`src/rtl/input_conditioner.sv`:
```
// Input conditioner: two-flop synchronizers plus stability debounce for three switch levels and an N-bit current code.
// Build option INPUT_CONDITIONER_PULSES_EN adds temp_sube/humo_sube/cor_cambio pulses; otherwise those ports read 0.
module input_conditioner #(
  parameter int N         = 4,
  parameter int DB_CYCLES = 16
) (
  input  logic         clk,
  input  logic         reset,
  input  logic         interruptor_raw,
  input  logic         temp_raw,
  input  logic         humo_raw,
  input  logic [N-1:0] corriente_raw,
  output logic         interruptor,
  output logic         temp,
  output logic         humo,
  output logic [N-1:0] corriente,
  output logic         temp_sube,
  output logic         humo_sube,
  output logic         cor_cambio
);

  localparam logic [15:0] CNT_LAST = 16'(DB_CYCLES - 1);

  logic [2:0] bit_raw;
  logic [2:0] bit_q;
`ifdef INPUT_CONDITIONER_PULSES_EN
  logic [2:1] bit_rise;
`endif

  assign bit_raw = {humo_raw, temp_raw, interruptor_raw};

  generate
    for (genvar gi = 0; gi < 3; gi++) begin : g_bit
      logic        s1_reg;
      logic        s2_reg;
      logic        q_reg;
      logic [15:0] cnt_reg;
      logic        load;

      assign load = (s2_reg != q_reg) && (cnt_reg == CNT_LAST);

      always_ff @(posedge clk or posedge reset) begin
        if (reset) begin
          s1_reg  <= 1'b0;
          s2_reg  <= 1'b0;
          q_reg   <= 1'b0;
          cnt_reg <= '0;
        end else begin
          s1_reg <= bit_raw[gi];
          s2_reg <= s1_reg;
          if (load) begin
            q_reg   <= s2_reg;
            cnt_reg <= '0;
          end else if (s2_reg == q_reg) begin
            cnt_reg <= '0;
          end else begin
            cnt_reg <= cnt_reg + 16'd1;
          end
        end
      end

      assign bit_q[gi] = q_reg;

`ifdef INPUT_CONDITIONER_PULSES_EN
      // interruptor (bit 0) has no edge pulse
      if (gi > 0) begin : g_rise
        assign bit_rise[gi] = load & s2_reg;
      end
`endif
    end
  endgenerate

  assign interruptor = bit_q[0];
  assign temp        = bit_q[1];
  assign humo        = bit_q[2];

  // Vector channel: cand lags s2 by one edge, so any bit change mid-count restarts it
  logic [N-1:0] c_s1_reg;
  logic [N-1:0] c_s2_reg;
  logic [N-1:0] cand_reg;
  logic [N-1:0] cor_reg;
  logic [15:0]  c_cnt_reg;
  logic         cor_load;

  assign cor_load = (c_s2_reg == cand_reg) && (c_s2_reg != cor_reg) && (c_cnt_reg == CNT_LAST);

  always_ff @(posedge clk or posedge reset) begin
    if (reset) begin
      c_s1_reg  <= '0;
      c_s2_reg  <= '0;
      cand_reg  <= '0;
      cor_reg   <= '0;
      c_cnt_reg <= '0;
    end else begin
      c_s1_reg <= corriente_raw;
      c_s2_reg <= c_s1_reg;
      cand_reg <= c_s2_reg;
      if (cor_load) begin
        cor_reg   <= c_s2_reg;
        c_cnt_reg <= '0;
      end else if ((c_s2_reg != cand_reg) || (c_s2_reg == cor_reg)) begin
        c_cnt_reg <= '0;
      end else begin
        c_cnt_reg <= c_cnt_reg + 16'd1;
      end
    end
  end

  assign corriente = cor_reg;

`ifdef INPUT_CONDITIONER_PULSES_EN
  logic temp_sube_reg;
  logic humo_sube_reg;
  logic cor_cambio_reg;

  always_ff @(posedge clk or posedge reset) begin
    if (reset) begin
      temp_sube_reg  <= 1'b0;
      humo_sube_reg  <= 1'b0;
      cor_cambio_reg <= 1'b0;
    end else begin
      temp_sube_reg  <= bit_rise[1];
      humo_sube_reg  <= bit_rise[2];
      cor_cambio_reg <= cor_load;
    end
  end

  assign temp_sube  = temp_sube_reg;
  assign humo_sube  = humo_sube_reg;
  assign cor_cambio = cor_cambio_reg;
`else
  assign temp_sube  = 1'b0;
  assign humo_sube  = 1'b0;
  assign cor_cambio = 1'b0;
`endif

endmodule
```
`config.mk`:
```
export PLATFORM = sky130hd
export DESIGN_NAME = input_conditioner
export DESIGN_NICKNAME = d
export VERILOG_FILES = /design/src/rtl/input_conditioner.sv
export SDC_FILE = /design/constraint.sdc
export NUM_CORES = 1
export LEC_CHECK = 0
export CAP_MARGIN = 30
export CORE_UTILIZATION = 50
export DETAILED_ROUTE_END_ITERATION = 10
export PLACE_DENSITY_LB_ADDON = 0.05
export SLEW_MARGIN = 20
export SYNTH_ARGS = -nofsm -noshare
export SYNTH_HDL_FRONTEND = slang
export SYNTH_SLANG_ARGS = --single-unit
export TNS_END_PERCENT = 50
```
`constraint.sdc`:
```
create_clock -name clk -period 6.2 [get_ports clk]
set_input_delay 0.62 -clock clk [delete_from_list [all_inputs] [get_ports clk]]
set_output_delay 0.62 -clock clk [all_outputs]
set_load 0.02 [all_outputs]
```
==> results.sh <==
export IMPL_syn_area_per_cell_sq_um=10.7
export IMPL_finalHoldViolations=0
export IMPL_clockBufferDepth=2
export IMPL_drt_iter0_drc=67
export IMPL_fill_cells=663
export IMPL_ff_latch_area_sq_mm=0.00223
export IMPL_max_slew_margin_rel_pct=64.8
export IMPL_grt_usage_pct=17.6
export IMPL_rsz0062_at_grt="no"
export IMPL_layout_drive_gt1_share_pct=9.07
export IMPL_postRouteAntennaNets=0
export IMPL_root_buffer="clkbuf_8"
export IMPL_synth_area_sq_mm=0.00397
export IMPL_maxCapViolCount=0
export IMPL_cp_data_arrival_time_ns=1.38
export IMPL_hpwl_mm=4.31
export IMPL_worstMarginPinSlew_ns=0.527
export IMPL_max_vdd_ir_drop_uv=154
export IMPL_grt_max_degree=52
export IMPL_syn2layout_area_growth_pct=12.9
export IMPL_synth_edf_count=0
export IMPL_finalWeightedCongestion=0.798
export IMPL_synth_distinct_cells=32
export IMPL_synth_flop_cell="dfrtp_1"
export IMPL_finalSetupTns_ns=0
export IMPL_grt_overflow_total=0
export IMPL_design_portCount=19
export IMPL_max_stage_delay_ns=0.63
export IMPL_hold_buffers=0
export IMPL_synth_top_area_share_pct=56.2
export IMPL_final_min_clock_period_ns=2.00
export IMPL_netlist_instances=370
export IMPL_criticalPathCategory="register to output pin"
export IMPL_synth_common_cells="89 x dfrtp_1, 64 x nor2_1, 42 x xnor2_1, 25 x nor4_1, 22 x nand3_1"
export IMPL_numClockSinks=89
export IMPL_finalSetupViolations=0
export IMPL_tritoncts="built"
export IMPL_largest_reg_flops=48
export IMPL_power_density_mw_per_mm2=242
export IMPL_first_pass_iters=4
export IMPL_synthTopCellsByArea="dfrtp_1 56%, xnor2_1 9.3%, nor2_1 6.1%, xor2_1 4.2%, nor4_1 3.9%"
export IMPL_timing_fmax_ghz=0.499
export IMPL_reg2reg_slack_ns=4.27
export IMPL_clock_skew_ns=0.0130
export IMPL_dp_slack_ns=4.26
export IMPL_io_buffers=15
export IMPL_initial_core_util_pct=51.6
export IMPL_critPathSlowestCell="clkdlybuf4s50_1"
export IMPL_num_nets_final=406
export IMPL_grt_pass1_vias=2541
export IMPL_worstSkewPairLatency_ns=0.35
export IMPL_switchingPower_mw=0.229
export IMPL_post_cts_buffers=0
export IMPL_end_kind="output pin"
export IMPL_vias=2612
export IMPL_worst_slack_ns=4.20
export IMPL_drc=0
export IMPL_p_seq_share_pct=55.4
export IMPL_h_tree_depth=3
export IMPL_crit_chain="clkdlybuf4s50_1"
export IMPL_antenna_found_initial=0
export IMPL_multiInputGateArea_sq_mm=0.00164
export IMPL_maxSlewViolCount=0
export IMPL_power_share_switching_pct=21.2
export IMPL_reg2reg_depth=5
export IMPL_path_buf_inv=1
export IMPL_p_int_mw=0.853
export IMPL_synth_async_reset_ratio_pct=100
export IMPL_min_path_cells=0
export IMPL_dieArea_sq_mm=0.00829
export IMPL_cp_max_fo=3
export IMPL_worstSetupPathDepth=1
export IMPL_postCtsResizedCells=0
export IMPL_wl_per_cell_microns=13.0
export IMPL_die_y_microns=91.1
export IMPL_p_comb_share_pct=3.6
export IMPL_diodes=0
export IMPL_ys_seq_area_share_pct=56.2
export IMPL_yosysMostFrequentCell="dfrtp_1"
export IMPL_cp_required_ns=5.58
export IMPL_yosysTopAreaCell="dfrtp_1"
export IMPL_status="complete, no violations"
export IMPL_core_rowCount=32
export IMPL_p_leak_nw=1.81
export IMPL_die_x_microns=91.1
export IMPL_crit_family="buffers and inverters"
export IMPL_hp_class="register to register"
export IMPL_clkPwrFrac_pct=41.0
export IMPL_start_kind="register"
export IMPL_grt_pass1_wl_mm=11.6
export IMPL_yosysWarnings=0
export IMPL_numCtsBuffers=9
export IMPL_timing_final_crit_share_pct=32.3
export IMPL_viasPerCell=5.23
export IMPL_fin_cells=499
export IMPL_dp_cells=484
export IMPL_fp_coreArea_sq_mm=0.00769
export IMPL_totalWireLength_mm=6.48
export IMPL_synth_seq_cells=89
export IMPL_path_clk_slew_ns=0.08
## through the flow
| step | area, sq um | util [%] | power [mW] | hold slack [ns] |
|---|---|---|---|---|
| 2_1_floorplan | 3970 | - | 0.638 | 0.331 |
| 3_3_place_gp | 4220 | 54.9 | 0.650 | 0.331 |
| 3_5_place_dp | 4250 | 55.3 | 0.652 | 0.339 |
| 4_1_cts | 4480 | 58.2 | 1.10 | 0.359 |
| 5_1_grt | 4480 | 58.2 | 1.13 | 0.364 |
| 6_report | 4480 | 58.2 | 1.08 | 0.353 |
## power by group through the flow
stage	combinational, mW	sequential (mW)	clock [mW]
2_1_floorplan	0.0281	0.610	0
6_report	0.0394	0.600	0.443
3_5_place_dp	0.0411	0.611	0
5_1_grt	0.0459	0.602	0.483
3_3_place_gp	0.0387	0.611	0
4_1_cts	0.0412	0.600	0.460
## per-layer routing
metal	wire [microns]	GRT usage (%)
met1	3130	22.6
met2	3070	28.5
met3	201	5.36
met4	76	5.69
met5	0	0
## worst reg2reg max path: stages, from the launching register on
cell and delay (ns):
dfrtp_1 0.40, ha_1 0.24, and3_1 0.24, nand4_1 0.17, nor3b_2 0.39, mux2_2 0.38
## placed cells by master (no fill, tap or decap)
cell             count
inv_1               15
o31ai_1              3
nand4_1             12
clkinv_4             1
clkinv_1             1
clkdlybuf4s50_1     15
conb_1               3
a21oi_1              6
bufinv_16            2
nor4_2               2
or3_1                4
buf_16               1
o21ai_0              2
nor3b_1              1
nand3b_2             1
or4_1                3
nand4_2              1
ha_1                 4
clkbuf_8            11
buf_4                1
clkinv_2             1
nor3_1              12
or3_4                1
mux2_2               7
nand3_1             22
and3_1               7
dfrtp_1             89
or2_2                3
nand4_4              1
nor2_1              64
nand2_1             12
xnor2_1             42
xor2_1              19
a31o_2               1
nor3b_2              1
nor4_1              25
clkinvlp_4           1
## logic make-up after synthesis
| group | after synthesis | synth area share (%) |
|---|---|---|
| AO/OA/AOI/OAI | 12 | 1.80 |
| XOR/XNOR | 61 | 13.5 |
| adder cells (fa/ha/maj) | 4 | 1.26 |
| buffers and inverters | 24 | 2.56 |
| flip-flops | 89 | 56.2 |
| multiplexers | 7 | 1.99 |
| other | 1 | 0.0946 |
| AND/OR/NAND/NOR | 172 | 22.7 |
## layout make-up
| class | count | area share, % |
|---|---|---|
| clock inverters | 4 | 1.70 |
| well taps | 102 | 2.85 |
| clock buffers | 11 | 3.38 |
| multi-input cells | 259 | 36.7 |
| inverters | 17 | 1.45 |
| repair buffers | 17 | 4.14 |
| flip-flops and latches | 89 | 49.7 |
## path summary, 6_finish.rpt
| kind | start | end |
|---|---|---|
| hold / removal | c_s1_reg[1] | c_s2_reg[1] |
| min in group asynchronous | reset | c_cnt_reg[3] |
| max in group asynchronous | reset | c_cnt_reg[1] |
| hold reg to reg | c_s1_reg[1] | c_s2_reg[1] |
| setup reg to reg | c_cnt_reg[0] | corriente[1] |
| setup / recovery | interruptor | interruptor |
(Power assumes the default switching activity.)
==> edit: new RTL, config.mk and constraints unchanged <==
Build with the macro `INPUT_CONDITIONER_PULSES_EN` defined.
--- a/src/rtl/input_conditioner.sv
+++ b/src/rtl/input_conditioner.sv
@@ -1,4 +1,6 @@
 // Input conditioner: two-flop synchronizers plus stability debounce for three switch levels and an N-bit current code.
 // Build option INPUT_CONDITIONER_PULSES_EN adds temp_sube/humo_sube/cor_cambio pulses; otherwise those ports read 0.
+`define INPUT_CONDITIONER_PULSES_EN
+
 module input_conditioner #(
   parameter int N         = 4,
Check against the original RTL: no difference found for any inputs over 10 cycles, from zero or initial values and one cycle with reset high; that may be too few to reach the edited logic, so the function may still have changed.
==> edit against the unedited design <==
  * Largest power group unchanged
  * Area after synthesis grew 3.8%
  * Setup slack worse by 0.016 ns
  * Clock skew fell by 0.0049 ns
  * Cell count up 0.60%
  * Die area grew 3.7%
  * Sequential cell count rose by 3
  * Design area increased by 3.4%
  * Total power fell by 1.5%
  * Routed wire length grew 4.9%
  * Combinational power rose by 4%
  * Synthesized cell count up 0.27%
  * Critical endpoint is now c_cnt_reg[4]
==> edit: results (changes against the unedited design) <==
* Outcome: completed
* GPL Wtd Cong at 0.756 (-5.3%)
* WL/cell at 13.5 um (+4.3%)
* Vias/cell at 5.41 (+3.4%)
* Nets at 409 (+0.74%)
* Post-synth EDFFs at 0 (unchanged)
* GR Util met1 at 24.1% (+1.6 points)
* Initial DRC Count at 79 (+18%)
* Clock tree sinks at 92 (+3.4%)
* H-tree levels at 3 (unchanged)
* Family with the most delay on the worst path: simple AND/OR/NAND/NOR gates
* Layout cells sized above 1 at 10.8% (+1.7 points)
* Pin count of the biggest net entering global routing at 72 (+38%)
* Grt met3 use at 5.91% (+0.55 points)
* CTS resizes at 0 (unchanged)
* Post-CTS setup buffers at 0 (unchanged)
* Worst path arrival time at 2.31 ns (+0.93 ns)
* Clock transition at path regs at 0.08 ns (about the same)
* Clk pwr share at 38.1% (-2.9 points)
* Avg Cell Area, Syn at 11.1 um2 (+3.5%)
* Max incr delay on CP at 0.56 ns (-0.07 ns)
* Synth cell types at 34 (+6.3%)
* WL final at 6790 um (+4.9%)
* Synth top cells by count: dfrtp_1, nor2_1, xnor2_1, xor2_1, nor4_1
* Hold Startpoint: g_bit[0].s1_reg
* Setup slack at placement at 3.94 ns (-0.312 ns)
* Reg2Reg Launch Point: c_cnt_reg[0]
* Slew HR at 65.1% (+0.35 points)
* Part of the power in registers at 58.1% (+2.7 points)
* Initial DRT Pass Iterations at 4 (unchanged)
* Internal power at 833 uW (-2.3%)
* Final-layout fill cell count at 667 (+0.60%)
* Post-DP HPWL at 4410 um (+2.2%)
* Register area share after synthesis at 55.9% (-0.24 points)
* CP max stage cell: or3b_1
* Worst R2R Path Depth at 6 (+1)
* First-pass GRT wire length at 12,000 um (+4.1%)
* Leak at 1.86 nW (+2.4%)
* Met2 usage in global routing at 27.4% (-1.1 points)
* Post-synthesis net count at 384
* Worst Setup SP: c_cnt_reg[0]
* Dpl cells at 485 (+0.21%)
* N_diodes at 0 (unchanged)
* Vias in the first global route at 2,611 (+2.8%)
* CP max FO at 10 (+7)
* Synth area leaders: dfrtp_1, xnor2_1, xor2_1
* Hold Path Class: flip-flop to flip-flop
* Port bufs at 18 (+3)
* Worst ir drop on vdd at 0.171 mV (+11%)
* Total Routing Usage GR at 17.8% (+0.23 points)
* Ys async rst share at 100% (unchanged)
* Max FFs per register at 48 (unchanged)
* Comb power at 40.8 uW (+4%)
* Initial antenna violation count at 0 (unchanged)
* Num CTS Buffers at 9 (unchanged)
* Clock skew at 0.00812 ns (-0.00485 ns)
* DP Area at 4390 um2 (+3.2%)
[edit: cell count changes after synthesis, moves of 4 or more]
cell,before,now
nand3_1,22,17
nand4_1,12,17
nor2_4,0,8
xor2_1,19,23
xnor2_1,42,36
nor2_1,64,49
inv_1,16,11
buf_2,0,4
nand2_1,12,16
[edit: layout make-up]
| class | instances | area, um2 | share of cell area (%) |
|---|---|---|---|
| Sequential cell | 92 | 2300 | 49.7 |
| Multi-Input combinational cell | 261 | 1730 | 37.3 |
| Timing Repair Buffer | 21 | 230 | 4.97 |
| Clock buffer | 12 | 155 | 3.35 |
| Tap cell | 102 | 128 | 2.76 |
| Clock inverter | 3 | 46.3 | 1.00 |
| Inverter | 11 | 42.5 | 0.919 |
[edit: worst paths after layout]
check	to	slack, ns
setup / recovery	c_cnt_reg[4]	4.18
hold / removal	g_bit[0].s2_reg	0.35
setup reg to reg	c_cnt_reg[4]	4.18
hold reg to reg	g_bit[0].s2_reg	0.35
max in group asynchronous	humo	4.71
min in group asynchronous	temp_sube	0.54
[edit: kinds of logic (layout without fill, tap and decap cells)]
kind of cell | count (synthesis) | after routing | synth area share [%]
AND/OR/NAND/NOR | 175 | 175 | 24.1
flip-flops | 92 | 92 | 55.9
XOR/XNOR | 59 | 59 | 12.6
buffers and inverters | 18 | 47 | 2.13
AO/OA/AOI/OAI | 16 | 16 | 2.13
multiplexers | 7 | 7 | 1.92
adder cells (fa/ha/maj) | 4 | 4 | 1.22
[edit: per-layer routing]
metal / wire length [um] / vias up
met4: 53 / 0
met2: 3060 / 26
met5: 0 / -
met3: 228 / 6
li1: - / 1340
met1: 3450 / 1344
